$ cat config.mk
export PLATFORM = sky130hd
export DESIGN_NAME = multi_servo
export DESIGN_NICKNAME = d
export VERILOG_FILES = /design/src/rtl/servo_pkg.sv /design/src/rtl/servo_us_tick.sv /design/src/rtl/multi_servo.sv
export SDC_FILE = /design/constraint.sdc
export NUM_CORES = 1
export LEC_CHECK = 0
export ABC_AREA = 1
export CORE_MARGIN = 4
export CORE_UTILIZATION = 60
export DETAILED_ROUTE_END_ITERATION = 7
export PLACE_DENSITY = 0.77
export SETUP_SLACK_MARGIN = 0.5
export SLEW_MARGIN = 20
export SYNTH_ARGS = -nofsm -noshare
export SYNTH_HDL_FRONTEND = slang
export SYNTH_HIERARCHICAL = 1
export SYNTH_SLANG_ARGS = --single-unit
export TNS_END_PERCENT = 50
$ cat constraint.sdc
create_clock -name clk_i -period 10.02 [get_ports clk_i]
set_clock_uncertainty 0.1 [all_clocks]
set_input_delay 2.505 -clock clk_i [delete_from_list [all_inputs] [get_ports clk_i]]
set_output_delay 2.505 -clock clk_i [all_outputs]
set_load 0.03 [all_outputs]
$ cat src/rtl/servo_pkg.sv
// Shared definitions for the multi-channel servo pulse generator: FSM encoding,
// timing defaults and a helper for index-port widths.
package servo_pkg;

  typedef enum logic [1:0] {
    S_IDLE = 2'd0,
    S_LOAD = 2'd1,
    S_RUN  = 2'd2
  } state_e;

  localparam int US_NS = 1000;

  localparam int DEF_CLK_PER_NS = 40;
  localparam int DEF_NCH        = 4;
  localparam int DEF_N          = 8;
  localparam int DEF_MIN_US     = 1000;
  localparam int DEF_SPAN_US    = 1000;
  localparam int DEF_FRAME_US   = 20000;

  // Width of an index able to address n items, never narrower than one bit.
  function automatic int idx_w(input int n);
    return (n > 1) ? $clog2(n) : 1;
  endfunction

endpackage

$ cat src/rtl/servo_us_tick.sv
// Microsecond prescaler: one-cycle tick every DIV clocks while enabled,
// counter held at zero while disabled.
module servo_us_tick #(
  parameter int DIV = 25
) (
  input  logic clk_i,
  input  logic rstn_i,
  input  logic en_i,
  output logic tick_o
);

  localparam int CW = (DIV > 1) ? $clog2(DIV) : 1;

  logic [CW-1:0] cnt_q;

  // NOTE: clocked state uses non-blocking assignments so every register
  // samples pre-edge values, regardless of block ordering.
  always_ff @(posedge clk_i or negedge rstn_i) begin
    if (!rstn_i) begin
      cnt_q <= '0;
    end else if (!en_i || cnt_q == CW'(DIV - 1)) begin
      cnt_q <= '0;
    end else begin
      cnt_q <= cnt_q + CW'(1);
    end
  end

  assign tick_o = en_i && (cnt_q == CW'(DIV - 1));

endmodule

$ cat src/rtl/multi_servo.sv
// Multi-channel RC servo pulse generator: one shared frame FSM and us counter,
// per-channel pending/shadow position registers and registered compare outputs.
module multi_servo
  import servo_pkg::*;
#(
  parameter int CLK_PER_NS = DEF_CLK_PER_NS,
  parameter int NCH        = DEF_NCH,
  parameter int N          = DEF_N,
  parameter int MIN_US     = DEF_MIN_US,
  parameter int SPAN_US    = DEF_SPAN_US,
  parameter int FRAME_US   = DEF_FRAME_US
) (
  input  logic                    clk_i,
  input  logic                    rstn_i,
  input  logic                    en_i,
  input  logic [NCH-1:0]          ch_en_i,
  input  logic                    wr_i,
  input  logic [idx_w(NCH)-1:0]   wr_ch_i,
  input  logic [N-1:0]            wr_pos_i,
  output logic [NCH-1:0]          srv_o,
  output logic                    frame_o
);

  localparam int DIV = US_NS / CLK_PER_NS;
  localparam int CHW = idx_w(NCH);
  localparam int CW  = $clog2(FRAME_US);
  localparam int PW  = N + $clog2(SPAN_US + 1);

  state_e        state_q, state_d;
  logic [CW-1:0] us_cnt_q, us_cnt_d;
  logic          tick;
  logic          frame_q;

  servo_us_tick #(.DIV(DIV)) u_tick (
    .clk_i  (clk_i),
    .rstn_i (rstn_i),
    .en_i   (en_i),
    .tick_o (tick)
  );

  // NOTE: every signal written here gets a default first, so no path can
  // leave one unassigned and infer a latch.
  always_comb begin
    state_d  = state_q;
    us_cnt_d = us_cnt_q;
    if (!en_i) begin
      state_d  = S_IDLE;
      us_cnt_d = '0;
    end else begin
      unique case (state_q)
        S_IDLE: if (tick) state_d = S_LOAD;
        S_LOAD: begin
          state_d  = S_RUN;
          us_cnt_d = '0;
        end
        S_RUN: if (tick) begin
          if (us_cnt_q == CW'(FRAME_US - 1)) begin
            state_d  = S_LOAD;
            us_cnt_d = '0;
          end else begin
            us_cnt_d = us_cnt_q + CW'(1);
          end
        end
        default: state_d = S_IDLE;
      endcase
    end
  end

  always_ff @(posedge clk_i or negedge rstn_i) begin
    if (!rstn_i) begin
      state_q  <= S_IDLE;
      us_cnt_q <= '0;
      frame_q  <= 1'b0;
    end else begin
      state_q  <= state_d;
      us_cnt_q <= us_cnt_d;
      frame_q  <= (state_d == S_LOAD);
    end
  end

  assign frame_o = frame_q;

  for (genvar ch = 0; ch < NCH; ch++) begin : g_ch
    logic [N-1:0]  pending_q;
    logic [CW-1:0] shadow_q;
    logic [PW-1:0] prod;
    logic [CW-1:0] width;
    logic          srv_q;

    assign prod  = PW'(pending_q) * PW'(SPAN_US);
    assign width = CW'(MIN_US) + CW'(prod >> N);

    // NOTE: position registers are real reset flops (not RAM), so they get
    // defined power-on values: mid position pending, minimum-width shadow.
    always_ff @(posedge clk_i or negedge rstn_i) begin
      if (!rstn_i) begin
        pending_q <= N'(1 << (N - 1));
        shadow_q  <= CW'(MIN_US);
        srv_q     <= 1'b0;
      end else begin
        if (wr_i && wr_ch_i == CHW'(ch)) pending_q <= wr_pos_i;
        // Shadow samples the pre-edge pending value, so a write in the
        // load cycle only takes effect from the following frame.
        if (state_q == S_LOAD) shadow_q <= width;
        srv_q <= en_i && (state_q == S_RUN) && ch_en_i[ch] && (us_cnt_q < shadow_q);
      end
    end

    assign srv_o[ch] = srv_q;
  end

endmodule

# [Yosys cells after proc, flatten, opt, wreduce, memory -nomap -nowiden]
# Cells that the tools add are included.
[totals] regBits=119 inputBits=18 out_inout_bits=5 elab_cells=69
[op_classes] addsub=6 multipliers=4 magnitude_cmp=4 eq_ne=10 mux=10 reduce_logical=19
[ops] cell="$lt 15x15->1" n=4
[ops] cell="$mul 8x7->15 const B" n=4
[ops] cell="$mux 15" n=3
[ops] cell="$add 10x10->11 const A" n=4
[ops] cell="$pmux 15 s2" n=1
[ops] cell="$add 15x1->15 const B" n=1
[ops] cell="$eq 15x15->1 const B" n=1
[ops] cell="$logic_and 1x1->1" n=14
[ops] cell="$mux 2" n=4
[ops] cell="$eq 2x1->1 const B" n=3
[ops] cell="$eq 2x2->1 const B" n=3
[ops] cell="$pmux 2 s3" n=1
[ops] cell="$add 5x1->5 const B" n=1
[ops] cell="$eq 5x5->1 const B" n=1
[ops] cell="$mux 5" n=1
[ops] cell="$logic_not 2->1" n=2
[ops] cell="$ne 3x1->1 const B" n=1
[ops] cell="$ne 3x3->1 const B" n=1
[ops] cell="$reduce_and 2->1" n=1
[ops] cell="$logic_not 1->1" n=1
[ops] cell="$logic_or 1x1->1" n=1

# [Depth between registers and ports, before layout]
# Gate-level depths: netlist of run 1.
[depth] word_depth=6 ltp_mapped=22 mapped_depth_nobuf=22

# [Hierarchy]
# Netlist of run 1, hierarchy kept.
[by_module_without_submodules] module="multi_servo" n_inst=1 cells_each=1426 area_per_inst_um2=11274.6
[by_module_without_submodules] module="servo_us_tick" n_inst=1 cells_each=33 area_per_inst_um2=267.8

# [Worst setup path after synthesis of run 1]
# Ideal clock, no wire load.
[synth_timing] path_kind="flip-flop to flip-flop" from="register g_ch[1].pending_q[0]" to="register g_ch[1].shadow_q[9]" t_arrival_ns=4.158 required_ns=9.859 setup_slack_ns=5.701 path_stages_with_launch=22 period_less_slack_ns=4.319 cell_sequence="dfrtp_1 -> fa_1 -> inv_1 -> fa_1 -> fa_1 -> inv_1 -> fa_1 -> ha_1 -> nand2_1 -> nor2_1 -> nand2_1 -> nand3_2 -> nand2_1 -> nand2_1 -> inv_1 -> ha_1 -> nand3b_2 -> nor2_2 -> nand2_1 -> nand2_1 -> nand3_1 -> nand2_1"
[synth_between] elab_chain_cells=2
[synth_rtl] item="start: declaration" line_no="multi_servo.sv:84" source="logic [N-1:0] pending_q;"
[synth_rtl] item="start signal: assignment" line_no="multi_servo.sv:97" source="pending_q <= N'(1 << (N - 1));"
[synth_rtl] item="start signal: assignment" line_no="multi_servo.sv:101" source="if (wr_i && wr_ch_i == CHW'(ch)) pending_q <= wr_pos_i;"
[synth_rtl] item="$mul 8x7->15" line_no="multi_servo.sv:90" source="assign prod = PW'(pending_q) * PW'(SPAN_US);"
[synth_rtl] item="$add 10x10->11" line_no="multi_servo.sv:91" source="assign width = CW'(MIN_US) + CW'(prod >> N);"
[synth_rtl] item="end signal: assignment" line_no="multi_servo.sv:98" source="shadow_q <= CW'(MIN_US);"
[synth_rtl] item="end signal: assignment" line_no="multi_servo.sv:104" source="if (state_q == S_LOAD) shadow_q <= width;"
[synth_rtl] item="end: declaration" line_no="multi_servo.sv:85" source="logic [CW-1:0] shadow_q;"
# Every way passes these cells.
# A chain may end at the register's enable or synchronous reset.

# [Worst setup path after layout of run 1]
# Same ends and word-level chain as after synthesis.

==> results of run 1 <==
cell type report:
cell class	instances	area share [%]
clock buffer	9	1.83
clock inverter	7	0.529
inverter	305	9.30
multi-input combinational	1033	62.5
sequential	103	21.2
tap	260	2.64
timing repair buffer	25	1.95
layout by cell type (no fill, tap or decap), types with 4 or more instances in the layout:
cell	n
a21o_1	6
dfrtp_1	75
inv_2	8
nor2_1	85
nand2_1	330
nand2_2	16
o21bai_1	6
ha_1	188
nand3_1	72
o211ai_1	5
fa_1	81
o21ai_0	56
nor2_2	5
a21oi_1	47
inv_6	4
buf_4	4
nor2_4	5
o21ai_1	10
xnor2_1	12
nor3_1	16
o22ai_1	7
xor2_1	10
nand3b_1	4
clkbuf_16	9
nand4_1	26
a31oi_1	13
dfstp_2	28
inv_1	297
clkdlybuf4s50_1	21
logic make-up after synthesis:
family                   Yosys count  share of synthesized area [%]
AO/OA/AOI/OAI                    169                           8.57
flip-flops                       103                           22.6
AND/OR/NAND/NOR                  571                           21.7
XOR/XNOR                          24                           1.95
adder cells (fa/ha/maj)          269                           34.4
buffers and inverters            323                           10.7
routing by layer:
| metal | routed length, um | track usage (%) | vias up |
|---|---|---|---|
| met5 | 0 | 0 | - |
| met2 | 10400 | 37.1 | 159 |
| met1 | 11500 | 32.7 | 4257 |
| li1 | - | - | 4676 |
| met4 | 319 | 4.89 | 0 |
| met3 | 786 | 3.08 | 22 |
path summary, 6_finish.rpt:
kind                                 startpoint              endpoint  cells past startpoint
max                        g_ch[1].pending_q[0]   g_ch[1].shadow_q[9]                     21
min in group asynchronous                rstn_i       u_tick/cnt_q[4]                      1
min                         g_ch[2].shadow_q[8]   g_ch[2].shadow_q[8]                      2
max in group asynchronous                rstn_i  g_ch[3].pending_q[0]                      2
max reg2reg                g_ch[1].pending_q[0]   g_ch[1].shadow_q[9]                     21
min reg2reg                 g_ch[2].shadow_q[8]   g_ch[2].shadow_q[8]                      2
stage by stage:
| step | instances | cell area [sq um] |
|---|---|---|
| 4_1_cts | 1742 | 12300 |
| 2_1_floorplan | 1459 | 11500 |
| 3_5_place_dp | 1726 | 12000 |
| 6_report | 1742 | 12300 |
| 5_1_grt | 1742 | 12300 |
| 3_3_place_gp | 1726 | 12000 |
critical path, stage by stage (launching register included):
cell      delay, ns
dfrtp_1        0.46
fa_1           0.60
inv_1          0.07
fa_1           0.50
fa_1           0.54
inv_1          0.05
fa_1           0.45
ha_1           0.36
nand2_1        0.09
nor2_1         0.16
nand2_1        0.10
nand3_2        0.07
nand2_1        0.05
nand2_1        0.09
inv_1          0.05
ha_1           0.19
nand3b_2       0.23
nor2_2         0.13
nand2_1        0.07
nand2_1        0.05
nand3_1        0.06
nand2_1        0.07
state kept, by name, indices dropped and copies added (netlist names):
signal	cells
u_tick/cnt_q	5
g_ch.srv_q	4
g_ch.shadow_q	44
state_q	2
us_cnt_q	15
frame_o	1
g_ch.pending_q	32
==> results.py, run 1 <==
metrics = {
    "placement": {
        "portBuffers": 22,
        "place_ws_ns": 5.42,
        "dp_hpwl_um": 18700,
        "globalplace.congestion": 0.914,
    },
    "clock_network": {
        "ctsResizeCount": 0,
        "clockBufferDepth": 2,
        "clk_latency_ns": 0.36,
        "postCtsHoldBufs": 0,
        "cts_setup_buffers": 0,
        "cts.sinks": 103,
        "root_buffer": "clkbuf_16",
        "cts_inserted_buffers": 9,
        "htreeDepth": 3,
        "cts_tree": "built",
        "clk_pin_slew_ns": 0.08,
    },
    "critical_path": {
        "crit_path_start_kind": "flip-flop",
        "cp-end-kind": "flip-flop",
        "worstPathRequired_ns": 10.22,
        "critPathMaxFanout": 6,
        "worstSetupPathType": "reg2reg",
        "regToRegSetupSlack_ns": 5.42,
        "arrival_ns": 4.80,
    },
    "yosys": {
        "synth_top_cell_by_area": "ha_1",
        "syn-cell-area_sq_mm": 0.0115,
        "synth_nets": 1746,
        "ys_ff_latch": 103,
        "synth_area_leaders": "ha_1 (20%), dfrtp_1 (16%), fa_1 (14%)",
        "synth.top_cells.by_count": "nand2_1 (330), inv_1 (297), ha_1 (188)",
        "synth_cells": 1459,
        "ys_types": 46,
        "yosys_warnings": 6,
        "synth_ff_type": "dfrtp_1",
        "yosysSeqAreaShare_pct": 22.6,
        "synth_enable_flop_cells": 0,
        "synth_top_area_share_pct": 20.4,
        "async_flop_share_pct": 100,
        "post-synth-top-count-cell": "nand2_1",
        "syn_avg_cell_area_sq_um": 7.91,
    },
    "die": {
        "ios": 23,
        "die_h_um": 147,
        "die_w_um": 147,
        "start_util_pct": 61.3,
        "rows": 50,
        "die_area_sq_mm": 0.0215,
        "coreArea_sq_mm": 0.0188,
    },
    "timing": {
        "setup_ws_ns": 5.42,
        "rsz0062_at_grt": "false",
        "fin_crit_sh_pct": 45.9,
        "hold_viol": 0,
        "worst_pin_slew_ns": 0.712,
        "min_period_ns": 4.60,
        "tns_ns": 0,
        "relSlewSlack_pct": 52.5,
        "slew_viol_final": 0,
        "setup_viol": 0,
        "holdWs_ns": 0.372,
        "fmax_mhz": 217,
    },
    "run_status": {
        "status": "finished, final reports clean",
    },
    "global_routing": {
        "grt_pass1_wl_um": 41500,
        "grt_pass1_vias": 8994,
        "grt_max_degree": 57,
        "grt_use_total_pct": 22.8,
        "antenna_found_initial": 0,
        "gr-total-overflow": 0,
    },
    "route": {
        "routed_wl_um": 23000,
        "drtIter0Drc": 476,
        "num_vias": 9114,
        "avgViaCountPerCell": 5.23,
        "ant_nets": 0,
        "dr.pass1.iters": 5,
        "drcViolationCount": 0,
        "routedWlPerCell_um": 13.2,
    },
    "cells_and_area": {
        "nFillCells": 1577,
        "final_layout_size_suffix_gt1_share_pct": 6.75,
        "multi_input_area_sq_mm": 0.00770,
        "diodes": 0,
        "fin_nets": 1764,
        "seqCellArea_sq_mm": 0.00261,
        "area_delta_synth_final_pct": 6.66,
        "post-route-util_pct": 65.4,
    },
    "hold_path": {
        "holdCritPathClass": "reg2reg",
    },
    "run": {
        "drv_cap": 0,
    },
}
Power of run 1 is left out: the tool's default activity adds up to more than one toggle a clock period on the data nets, which glitch-free logic cannot reach.
==> run 2: changes to the inputs <==
==> constraint.sdc (replaced) <==
create_clock -name clk_i -period 4.3 [get_ports clk_i]
set_clock_uncertainty 0.1 [all_clocks]
set_input_delay 1.075 -clock clk_i [delete_from_list [all_inputs] [get_ports clk_i]]
set_output_delay 1.075 -clock clk_i [all_outputs]
set_load 0.03 [all_outputs]
==> run 2 against run 1 <==
  * Cell count up 3.5%
  * Fmax up 7.5%
  * Routed wire length up 11%
  * Via count up 4.5%
  * Critical path depth unchanged
  * Register-to-register slack worse by 5.4 ns
==> results.py, run 2 (synthesis results as in run 1) <==
metrics = {
    "timing": {
        "min_period_ns": 4.28,
        "slew_viol_final": 0,
        "hold_viol": 0,
        "holdWs_ns": 0.367,
        "rsz0062_at_grt": "true",
        "fin_crit_sh_pct": 99.5,
        "relSlewSlack_pct": 54.1,
        "setup_viol": 0,
        "worst_pin_slew_ns": 0.688,
        "fmax_mhz": 234,
    },
    "clock_network": {
        "clk_pin_slew_ns": 0.08,
        "clk_latency_ns": 0.37,
        "cts.sinks": 103,
        "clockBufferDepth": 2,
        "root_buffer": "clkbuf_16",
        "cts_tree": "built",
        "cts_inserted_buffers": 9,
        "postCtsHoldBufs": 0,
        "htreeDepth": 3,
    },
    "die": {
        "coreArea_sq_mm": 0.0188,
        "die_w_um": 147,
        "ios": 23,
        "rows": 50,
        "die_h_um": 147,
        "die_area_sq_mm": 0.0215,
        "start_util_pct": 61.3,
    },
    "placement": {
        "placed_cell_area_sq_mm": 0.0124,
        "placed_cells": 1740,
        "globalplace.congestion": 0.883,
        "dp_hpwl_um": 19200,
        "portBuffers": 22,
    },
    "cells_and_area": {
        "instances_no_fill": 1803,
        "largest_reg_flops": 44,
        "final_cell_area_sq_mm": 0.0136,
        "fin_nets": 1825,
        "final_layout_size_suffix_gt1_share_pct": 21.8,
        "final_common_cell": "inv_1",
        "layout_common_cells": "inv_1 (277), nand2_1 (261), ha_1 (163), fa_1 (79), nand2_2 (68)",
        "top_register": "g_ch.shadow_q",
        "top_regs": "g_ch.shadow_q: 44 flops, g_ch.pending_q: 32 flops, us_cnt_q: 15 flops",
        "diodes": 0,
        "area_delta_synth_final_pct": 18.2,
    },
    "route": {
        "routedWlPerCell_um": 14.2,
        "num_vias": 9525,
        "ant_nets": 0,
        "routed_wl_um": 25600,
        "drtIter0Drc": 484,
        "drcViolationCount": 0,
        "dr.pass1.iters": 4,
        "avgViaCountPerCell": 5.28,
    },
    "critical_path": {
        "path_cells": "fa_1, inv_2, fa_1, fa_1, inv_1, fa_1, ha_4, nand2_2, nor2_2, nand2_1, nand2_1, nand2_1, nand2_2, inv_2, ha_4, nand3b_4, nor2_4, nand2_1, nand2_1, nand3_1, nand2_1",
        "timing.rr.start": "g_ch[1].pending_q[1]",
        "worstPathRequired_ns": 4.51,
        "crit_path_start_kind": "flip-flop",
        "cp_slowest_cell": "fa_1",
        "max_stage_delay_ns": 0.59,
        "cp-startpoint": "g_ch[1].pending_q[1]",
        "regToRegEndpoint": "g_ch[1].shadow_q[9]",
        "endpoint": "g_ch[1].shadow_q[9]",
        "critPathMaxFanout": 5,
        "regToRegSetupSlack_ns": 0.02,
        "cp-end-kind": "flip-flop",
        "arrival_ns": 4.48,
        "worstSetupPathType": "reg2reg",
        "crit_top_cell": "nand2_1",
        "rr_worst_depth": 21,
    },
    "global_routing": {
        "grt_use_total_pct": 24.1,
        "grt_max_degree": 53,
        "grt_pass1_vias": 9521,
        "gr-total-overflow": 0,
        "antenna_found_initial": 0,
        "grt_pass1_wl_um": 43100,
    },
    "hold_path": {
        "holdCritPathClass": "reg2reg",
        "holdPathStages": 2,
    },
    "run_status": {
        "status": "finished, final reports clean",
    },
    "run": {
        "drv_cap": 0,
    },
}
run 2: cell types whose count changed in the layout (fill, tap and decap cells not counted), moves of 9 or more:
cell,change
ha_4,+23
nand2_2,+52
buf_4,+57
a21oi_1,-9
nor2_1,-19
nand2_4,+17
nand2_1,-69
ha_1,-25
inv_1,-20
dfrtp_1,-18
nor2_4,+11
dfrtp_2,+18
inv_2,+20
run 2: worst max-delay path: cells and delay by family (launching register included):
family	cells	cell delay (ns)
adders and majority gates	6	2.50
DFF	1	0.44
buffers and inverters	3	0.15
and+or+nand+nor	12	1.02
run 2: layout make-up:
cell class / count / area, sq um
flip-flops and latches: 103 / 2640
inverters: 305 / 1140
fillers: 1393 / 5180
well taps: 260 / 325
repair buffers: 86 / 713
clock inverters: 7 / 73.8
clock buffers: 9 / 225
multi-input cells: 1033 / 8530
run 2: how the worst min path moves through the flow:
stage,slack [ns],from,end
3_3_place_gp,0.36,g_ch[0].shadow_q[7],g_ch[0].shadow_q[7]
2_1_floorplan,0.34,g_ch[1].shadow_q[9],g_ch[1].shadow_q[9]
4_1_cts,0.37,g_ch[2].shadow_q[7],g_ch[2].shadow_q[7]
5_1_grt,0.38,g_ch[3].shadow_q[8],g_ch[3].shadow_q[8]
3_5_place_dp,0.36,g_ch[2].shadow_q[8],g_ch[2].shadow_q[8]
6_report,0.37,g_ch[3].shadow_q[7],g_ch[3].shadow_q[7]
run 2: metal layers:
layer | share of wire (%) | wire length [um] | vias to the layer above | global-route usage, %
met2 | 49 | 12600 | 156 | 41.3
met1 | 46 | 11700 | 4532 | 32.4
met5 | 0 | 0 | - | 0
li1 | - | - | 4799 | -
met3 | 2.8 | 724 | 38 | 2.78
met4 | 2.6 | 662 | 0 | 7.06
run 2: repair_timing:
item / 4_1_cts / 5_1_grt
resized for setup: 52 / 117
pin swaps: 37 / 73
setup buffers: 34 / 13
gates cloned: 0 / 0
endpoints found under the hold margin: 0 / 0
setup endpoints to repair: 28 / 31
run 2: metrics by stage:
| stage | TNS [ns] | worst slack [ns] | utilization (%) |
|---|---|---|---|
| after CTS | 0 | 0.0770 | 69.7 |
| after detailed placement | 0 | 0.0757 | 65.7 |
| after global placement | 0 | 0.144 | 65.7 |
| after global routing | -0.901 | -0.193 | 72.5 |
| final | 0 | 0.0230 | 72.5 |
| after floorplan | 0 | 0.284 | - |
Power of run 2 is left out for the same reason.
==> run 3: changes to the inputs <==
--- a/config.mk
+++ b/config.mk
@@ -6,6 +6,7 @@
 export NUM_CORES = 1
 export LEC_CHECK = 0
 export ABC_AREA = 1
+export CAP_MARGIN = 20
 export CORE_MARGIN = 4
 export CORE_UTILIZATION = 60
 export DETAILED_ROUTE_END_ITERATION = 7
==> results of run 3 <==
Same layout as run 2: the final DEF is identical, and so are final timing and power.
Power of run 3 is left out for the same reason.
